File: src/rtl/addsub_if.sv
// addsub_if: the operand/result bus of pipelined_addsub.
//
// Carries the input handshake (in_valid/in_ready plus operands and opcode
// bits), the output handshake (out_valid/out_ready plus result flags) and
// the pipeline flush request. clk and rst are not part of the bus.
//
// Modports
//   master : the side that issues operands and consumes results
//   slave  : the add/sub unit itself
//
// Parameter
//   WIDTH  operand/result width in bits
interface addsub_if #(
   parameter int WIDTH = 32
);
   logic             flush;      // drop everything in flight
   logic             in_valid;   // operand set present
   logic             in_ready;   // unit can take operands this cycle
   logic [WIDTH-1:0] op_a;       // operand A
   logic [WIDTH-1:0] op_b;       // operand B
   logic             sub;        // 0: A+B, 1: A-B
   logic             signed_op;  // 1: report signed overflow
   logic             out_valid;  // result present
   logic             out_ready;  // consumer takes result this cycle
   logic [WIDTH-1:0] res;        // result
   logic             carry_out;  // carry out of MSB (sub: 1 = no borrow)
   logic             overflow;   // signed two's-complement overflow

   modport master (
      output flush, in_valid, op_a, op_b, sub, signed_op, out_ready,
      input  in_ready, out_valid, res, carry_out, overflow
   );

   modport slave (
      input  flush, in_valid, op_a, op_b, sub, signed_op, out_ready,
      output in_ready, out_valid, res, carry_out, overflow
   );
endinterface

File: src/rtl/pipelined_addsub.sv
// pipelined_addsub: WIDTH-bit adder/subtractor split into STAGES carry-linked
// slices, one slice per pipeline stage, with a valid/ready handshake.
//
// Ports
//   clk   rising-edge clock
//   rst   asynchronous active-high reset (drops every in-flight result)
//   bus   addsub_if.slave:
//           flush, in_valid/in_ready, op_a, op_b, sub, signed_op  (input side)
//           out_valid/out_ready, res, carry_out, overflow          (output side)
//
// Parameters
//   WIDTH   operand/result width
//   STAGES  pipeline depth; WIDTH must be a multiple of STAGES
//
// Optional feature
//   ADDSUB_SAT_EN  when defined, a signed overflow saturates res to the
//                  most negative / most positive value (selected by the sign
//                  of op_a); overflow stays asserted and carry_out stays raw.
//
// Operation
//   B' = sub ? ~op_b : op_b, carry-in = sub. Stage k adds slice k of A and B'
//   plus the carry registered by stage k-1. Operands travel down the pipe so
//   later stages still see the upper slices and the MSBs needed for the
//   overflow rule. All stages move together when the output slot is empty or
//   being consumed; otherwise the whole pipe holds.
module pipelined_addsub #(
   parameter int WIDTH  = 32,
   parameter int STAGES = 4
) (
   input  logic    clk,
   input  logic    rst,
   addsub_if.slave bus
);

   localparam int S    = WIDTH / STAGES;   // slice width
   localparam int LAST = STAGES - 1;

   // Low S bits set; shifted into place to mask out one slice of the sum.
   localparam logic [WIDTH-1:0] SLICE_MASK = WIDTH'({S{1'b1}});
   localparam logic [WIDTH-1:0] MOST_NEG   = {1'b1, {(WIDTH-1){1'b0}}};
   localparam logic [WIDTH-1:0] MOST_POS   = {1'b0, {(WIDTH-1){1'b1}}};

   generate
      if ((WIDTH % STAGES) != 0) begin : g_bad_params
         $error("pipelined_addsub: WIDTH (%0d) must be a multiple of STAGES (%0d)",
                WIDTH, STAGES);
      end
   endgenerate

   // ------------------------------------------------------------------
   // Stage registers. Index k is the register at the end of stage k+1.
   // ------------------------------------------------------------------
   logic [STAGES-1:0] vld_reg;             // slot holds a live operation
   logic [STAGES-1:0] cy_reg;              // carry out of slice k
   logic [STAGES-1:0] sgn_reg;             // signed_op travelling with the op
   logic [WIDTH-1:0]  a_reg   [STAGES];    // operand A
   logic [WIDTH-1:0]  b_reg   [STAGES];    // operand B' (already inverted for sub)
   logic [WIDTH-1:0]  sum_reg [STAGES];    // slices 0..k valid, upper bits don't care

   // Next-state values computed per stage.
   logic [STAGES-1:0] vld_next;
   logic [STAGES-1:0] cy_next;
   logic [STAGES-1:0] sgn_next;
   logic [WIDTH-1:0]  a_next   [STAGES];
   logic [WIDTH-1:0]  b_next   [STAGES];
   logic [WIDTH-1:0]  sum_next [STAGES];

   // Whole pipe moves when the output slot is free or is being taken.
   logic adv;
   assign adv          = !vld_reg[LAST] || bus.out_ready;
   assign bus.in_ready = adv;

   // ------------------------------------------------------------------
   // One slice adder per stage.
   // ------------------------------------------------------------------
   generate
      for (genvar gi = 0; gi < STAGES; gi++) begin : g_stage
         logic [WIDTH-1:0] a_src;
         logic [WIDTH-1:0] b_src;
         logic [WIDTH-1:0] sum_src;
         logic             cin_src;
         logic             sgn_src;
         logic             vld_src;
         logic [S:0]       slice;   // {carry, S-bit slice sum}

         if (gi == 0) begin : g_head
            // First stage takes operands straight off the bus; the subtract
            // carry-in is the +1 of the two's-complement negation.
            assign a_src   = bus.op_a;
            assign b_src   = bus.sub ? ~bus.op_b : bus.op_b;
            assign sum_src = '0;
            assign cin_src = bus.sub;
            assign sgn_src = bus.signed_op;
            assign vld_src = bus.in_valid;
         end else begin : g_link
            assign a_src   = a_reg[gi-1];
            assign b_src   = b_reg[gi-1];
            assign sum_src = sum_reg[gi-1];
            assign cin_src = cy_reg[gi-1];
            assign sgn_src = sgn_reg[gi-1];
            assign vld_src = vld_reg[gi-1];
         end

         assign slice = {1'b0, a_src[gi*S +: S]}
                      + {1'b0, b_src[gi*S +: S]}
                      + {{S{1'b0}}, cin_src};

         // Splice this stage's slice into the partial sum.
         assign sum_next[gi] = (sum_src & ~(SLICE_MASK << (gi*S)))
                             | (WIDTH'(slice[S-1:0]) << (gi*S));
         assign cy_next[gi]  = slice[S];
         assign a_next[gi]   = a_src;
         assign b_next[gi]   = b_src;
         assign sgn_next[gi] = sgn_src;
         assign vld_next[gi] = vld_src;
      end
   endgenerate

   // ------------------------------------------------------------------
   // Stage register update.
   // Flush clears only the valid bits, and wins over both accept and hold;
   // data registers are allowed to keep stale contents.
   // ------------------------------------------------------------------
   always_ff @(posedge clk or posedge rst) begin
      if (rst) begin
         vld_reg <= '0;
         cy_reg  <= '0;
         sgn_reg <= '0;
         for (int k = 0; k < STAGES; k++) begin
            a_reg[k]   <= '0;
            b_reg[k]   <= '0;
            sum_reg[k] <= '0;
         end
      end else begin
         if (bus.flush) begin
            vld_reg <= '0;
         end else if (adv) begin
            vld_reg <= vld_next;
         end

         if (adv) begin
            cy_reg  <= cy_next;
            sgn_reg <= sgn_next;
            for (int k = 0; k < STAGES; k++) begin
               a_reg[k]   <= a_next[k];
               b_reg[k]   <= b_next[k];
               sum_reg[k] <= sum_next[k];
            end
         end
      end
   end

   // ------------------------------------------------------------------
   // Output stage: overflow rule and optional saturation, taken from the
   // last stage register so results hold steady while the pipe is stalled.
   // ------------------------------------------------------------------
   logic             a_msb;
   logic             b_msb;
   logic             ovf;
   logic [WIDTH-1:0] res_raw;

   assign res_raw = sum_reg[LAST];
   assign a_msb   = a_reg[LAST][WIDTH-1];
   assign b_msb   = b_reg[LAST][WIDTH-1];

   // Operands of equal sign whose sum has the other sign overflowed.
   assign ovf = sgn_reg[LAST] && (a_msb == b_msb) && (res_raw[WIDTH-1] != a_msb);

`ifdef ADDSUB_SAT_EN
   // A negative first operand can only overflow downward, so its sign picks
   // the saturation limit.
   assign bus.res = ovf ? (a_msb ? MOST_NEG : MOST_POS) : res_raw;
`else
   assign bus.res = res_raw;
`endif

   assign bus.out_valid = vld_reg[LAST];
   assign bus.carry_out = cy_reg[LAST];
   assign bus.overflow  = ovf;

   // Limits are only referenced when saturation is built in.
   logic unused_limits;
   assign unused_limits = ^{MOST_NEG, MOST_POS};

endmodule

File: src/flat_wrapper.sv
// flat-port wrapper written by rule: the top's interface ports become plain ports
module pipelined_addsub_flat 
#(
   parameter int WIDTH  = 32,
   parameter int STAGES = 4
)
  (clk, rst, bus_flush, bus_in_valid, bus_op_a, bus_op_b, bus_sub, bus_signed_op, bus_out_ready, bus_in_ready, bus_out_valid, bus_res, bus_carry_out, bus_overflow);
  addsub_if #(.WIDTH(WIDTH)) bus_i ();
  input  logic clk;
  input  logic rst;
  input wire logic [$bits(bus_i.flush)-1:0] bus_flush;
  input wire logic [$bits(bus_i.in_valid)-1:0] bus_in_valid;
  input wire logic [$bits(bus_i.op_a)-1:0] bus_op_a;
  input wire logic [$bits(bus_i.op_b)-1:0] bus_op_b;
  input wire logic [$bits(bus_i.sub)-1:0] bus_sub;
  input wire logic [$bits(bus_i.signed_op)-1:0] bus_signed_op;
  input wire logic [$bits(bus_i.out_ready)-1:0] bus_out_ready;
  output wire logic [$bits(bus_i.in_ready)-1:0] bus_in_ready;
  output wire logic [$bits(bus_i.out_valid)-1:0] bus_out_valid;
  output wire logic [$bits(bus_i.res)-1:0] bus_res;
  output wire logic [$bits(bus_i.carry_out)-1:0] bus_carry_out;
  output wire logic [$bits(bus_i.overflow)-1:0] bus_overflow;
  assign bus_i.flush = bus_flush;
  assign bus_i.in_valid = bus_in_valid;
  assign bus_i.op_a = bus_op_a;
  assign bus_i.op_b = bus_op_b;
  assign bus_i.sub = bus_sub;
  assign bus_i.signed_op = bus_signed_op;
  assign bus_i.out_ready = bus_out_ready;
  assign bus_in_ready = bus_i.in_ready;
  assign bus_out_valid = bus_i.out_valid;
  assign bus_res = bus_i.res;
  assign bus_carry_out = bus_i.carry_out;
  assign bus_overflow = bus_i.overflow;
  pipelined_addsub #(.WIDTH(WIDTH), .STAGES(STAGES)) u_core (.clk(clk), .rst(rst), .bus(bus_i));
endmodule
File: config.mk
export PLATFORM = sky130hd
export DESIGN_NAME = pipelined_addsub_flat
export DESIGN_NICKNAME = d
export VERILOG_FILES = /design/src/rtl/addsub_if.sv /design/src/rtl/pipelined_addsub.sv /design/src/flat_wrapper.sv
export SDC_FILE = /design/constraint.sdc
export NUM_CORES = 1
export LEC_CHECK = 0
export CAP_MARGIN = 40
export CORE_ASPECT_RATIO = 1.1
export CORE_UTILIZATION = 35
export CTS_BUF_LIST = sky130_fd_sc_hd__clkbuf_4
export DETAILED_ROUTE_END_ITERATION = 8
export PLACE_DENSITY = 0.61
export SLEW_MARGIN = 10
export SYNTH_ARGS = -nofsm -noshare
export SYNTH_HDL_FRONTEND = slang
export SYNTH_SLANG_ARGS = --single-unit
File: constraint.sdc
create_clock -name clk -period 7.01 [get_ports clk]
set_input_delay 2.103 -clock clk [delete_from_list [all_inputs] [get_ports clk]]
set_output_delay 2.103 -clock clk [all_outputs]
set_load 0.1 [all_outputs]
==> metrics.md <==
| Metric | Value |
|---|---|
| Number of cells in the design after placement | `1347` |
| Fraction of final layout cells sized beyond drive strength 1 | `7.64%` |
| Post-CTS setup buffer count | `0` |
| Total Power | `3.41 mW` |
| Static Leakage | `5.04 nW` |
| Area of the placeable core | `23800 um^2` |
| Max-slew headroom | `28.8%` |
| Sum of buffers and inverters on the critical path | `3` |
| Starting density of the core | `35.8%` |
| Status | `finished clean` |
| Crit-path cells | `clkdlybuf4s50_1, nor2b_4, inv_4, buf_12` |
| Number of different library cells in the post-synthesis netlist | `40` |
| Wire length of the first global-routing pass | `28.4 mm` |
| Sequential-to-total area share from yosys stat | `55.9%` |
| Crit share post-route | `72.2%` |
| Number of synthesized flops with an enable pin | `0` |
| Number of core rows | `59` |
| Combined area of all synthesized cells | `8510 um^2` |
| Biggest area contributors in the synthesized netlist | `sky130_fd_sc_hd__dfrtp_1 56%, sky130_fd_sc_hd__nand2_1 20%, sky130_fd_sc_hd__ha_1 4.1%` |
| Post-Route Setup TNS | `0 ns` |
| 1st-iter DRT viols | `329` |
| Share of synthesized registers carrying an async set or reset | `100%` |
| Post-cts resize count | `0` |
| Top delay family on crit path | `buffers and inverters` |
| # hold bufs at CTS | `0` |
| Crit-path max cell delay | `0.45 ns` |
| Setup repair after global routing missed its margin | `false` |
| Main flop type after synthesis | `sky130_fd_sc_hd__dfrtp_1` |
| Max clock buf depth | `2` |
| Max-capacitance violation count | `0` |
| Max Fclk | `198 MHz` |
| Number of instances in the synthesized netlist | `939` |
| Initial antenna violation count | `1` |
| Number of hold violations in the final report | `0` |
| Startpoint type of the worst setup path | `primary input` |
| Required time at the endpoint of the critical path | `4.91 ns` |
| Total power density per cell area | `316 nW/um^2` |
| Final Setup Violations | `0` |
| Clk root buf | `sky130_fd_sc_hd__clkbuf_4` |
| Minimum clock period | `5.06 ns` |
| Post-DRT Antenna Nets | `0` |
| Synth Area per Inst | `9.06 um^2` |
| Peak supply drop | `0.141 mV` |
| Port-buffer cells | `106` |
| Cell with the most instances after synthesis | `sky130_fd_sc_hd__nand2_1` |
| GRT overflow | `0` |
| Finished Layout Cells | `1380` |
| Number of clock sinks | `190` |
| Critical-path cell with the highest stage delay | `sky130_fd_sc_hd__clkdlybuf4s50_1` |
| Register bit total from synthesis | `190` |
| Top-area cell type share of the netlist area | `55.9%` |
| TritonCTS clock tree | `yes` |
| Global placement routability congestion | `0.760` |
| Arr. time, crit path | `2.96 ns` |
| Number of buffers inserted during clock tree synthesis | `17` |
| Via count of the first global-routing pass | `5899` |
| Slew at the pin with the worst max-slew slack | `1.07 ns` |
| Clock latency reported for the late side of the worst-skew pair | `0.56 ns` |
| WS Path Type | `primary input to output port` |
| Cell types with the highest counts after synthesis | `449 x sky130_fd_sc_hd__nand2_1, 190 x sky130_fd_sc_hd__dfrtp_1, 48 x sky130_fd_sc_hd__o21ai_1, 30 x sky130_fd_sc_hd__xnor2_1, 28 x sky130_fd_sc_hd__ha_1` |
| Total global-route track usage | `14.4%` |
| Setup clock skew after layout | `0.0156 ns` |
| DPL Wire Length | `11.4 mm` |
| Nature of the critical path endpoint | `output port` |
| Routed Wire Length | `17.0 mm` |
| Synth Warn # | `0` |
| Die width | `151 um` |
| Final Net Count | `1167` |
| Final count of pins violating max slew | `0` |
| TritonRoute pass-1 iters | `5` |
| Number of vias in the routed layout | `6281` |
| DRC violations left | `0` |
| I/O pin count | `107` |
| Clock-pin slew reported for the worst setup and hold paths after clock tree synthesis | `0.15 ns` |
| Synth-to-layout area growth | `26.9%` |
| Largest fanout on the critical path | `2` |
| Mean routed wirelength per cell | `12.3 um` |
| Level count of the clock H-tree | `4` |
| Largest area contributor in the synthesized netlist | `sky130_fd_sc_hd__dfrtp_1` |
| Syn Nets | `1045` |
| Pin count of the biggest net entering global routing | `226` |
| Full die area | `24900 um^2` |
| Y dimension of the die | `166 um` |
| Vias per inst | `4.55` |
| Kind of path behind the tightest hold check | `flop to flop` |
power by group:
| part | internal [mW] | leakage [nW] | switching [mW] | total (mW) |
|---|---|---|---|---|
| Clock | 0.292 | 0.155 | 0.372 | 0.664 |
| Sequential | 1.30 | 2.22 | 0.119 | 1.42 |
| Combinational | 0.520 | 2.67 | 0.807 | 1.33 |
cells in the final DEF (no fill, tap or decap), types with 5 or more instances in the layout:
cell type / instances
sky130_fd_sc_hd__nor2_1: 23
sky130_fd_sc_hd__xor2_1: 15
sky130_fd_sc_hd__dfrtp_1: 190
sky130_fd_sc_hd__fa_1: 7
sky130_fd_sc_hd__o31ai_1: 6
sky130_fd_sc_hd__buf_8: 31
sky130_fd_sc_hd__o21a_1: 7
sky130_fd_sc_hd__ha_1: 28
sky130_fd_sc_hd__a21o_1: 6
sky130_fd_sc_hd__clkinvlp_4: 7
sky130_fd_sc_hd__xnor2_1: 30
sky130_fd_sc_hd__a211oi_1: 9
sky130_fd_sc_hd__nand2_1: 449
sky130_fd_sc_hd__o21ai_1: 48
sky130_fd_sc_hd__a21oi_1: 22
sky130_fd_sc_hd__clkdlybuf4s50_1: 104
sky130_fd_sc_hd__o21ai_0: 10
sky130_fd_sc_hd__clkbuf_4: 19
sky130_fd_sc_hd__inv_1: 8
sky130_fd_sc_hd__buf_16: 5
metrics by stage:
step	instance area, um^2	hold slack (ns)	setup slack, ns	utilization (%)
finish	10800	0.480	1.95	45.4
CTS	10800	0.484	1.94	45.4
global route	10800	0.499	1.93	45.4
detailed placement	10500	0.454	1.94	44.0
global placement	9850	0.449	1.95	41.4
floorplan	8520	0.430	1.74	-
cell type report:
| cell class | count | area (um^2) |
|---|---|---|
| sequential | 190 | 4750 |
| clock inverter | 13 | 186 |
| inverter | 10 | 43.8 |
| timing repair buffer | 149 | 1760 |
| multi-input combinational | 693 | 3530 |
| antenna | 1 | 2.50 |
| tap | 305 | 382 |
| fill | 2336 | 13000 |
| clock buffer | 19 | 143 |
path summary, 6_finish.rpt:
check                                                          end  slack, ns                                     from  depth (start not counted)
min reg2reg                u_core.g_stage[2].a_src[23]$_DFFE_PP0P_       0.48  u_core.g_stage[1].a_src[23]$_DFFE_PP0P_                          2
max in group asynchronous  u_core.g_stage[3].b_src[29]$_DFFE_PP0P_       4.16                                      rst                          4
min                        u_core.g_stage[2].a_src[23]$_DFFE_PP0P_       0.48  u_core.g_stage[1].a_src[23]$_DFFE_PP0P_                          2
max                                                   bus_in_ready       1.95                            bus_out_ready                          4
max reg2reg                           u_core.cy_reg[1]$_DFFE_PP0P_       4.69   u_core.g_stage[1].b_src[8]$_DFFE_PP0P_                          7
min in group asynchronous            u_core.bus.res[9]$_DFFE_PP0P_       1.83                                      rst                          2
logic make-up after synthesis:
logic type      share of synthesized area (%)
flops                                    55.9
simple gates                             22.0
mux                                     0.176
xor+xnor                                 4.63
compound gates                           8.78
fa+ha+maj                                5.76
buf+inv                                  2.76
tightest hold or removal path, delay by kind of cell, from the launching register on:
kind / cells / cell delay [ns]
simple gates: 2 / 0.10
flops: 1 / 0.37
metal layers:
metal,vias up,track usage [%],routed length (um)
met5,-,0,0
met4,0,4.00,165
met3,12,2.86,562
met2,88,23.4,7970
met1,2927,19.6,8280
li1,3254,-,-
(Power assumes the default switching activity.)
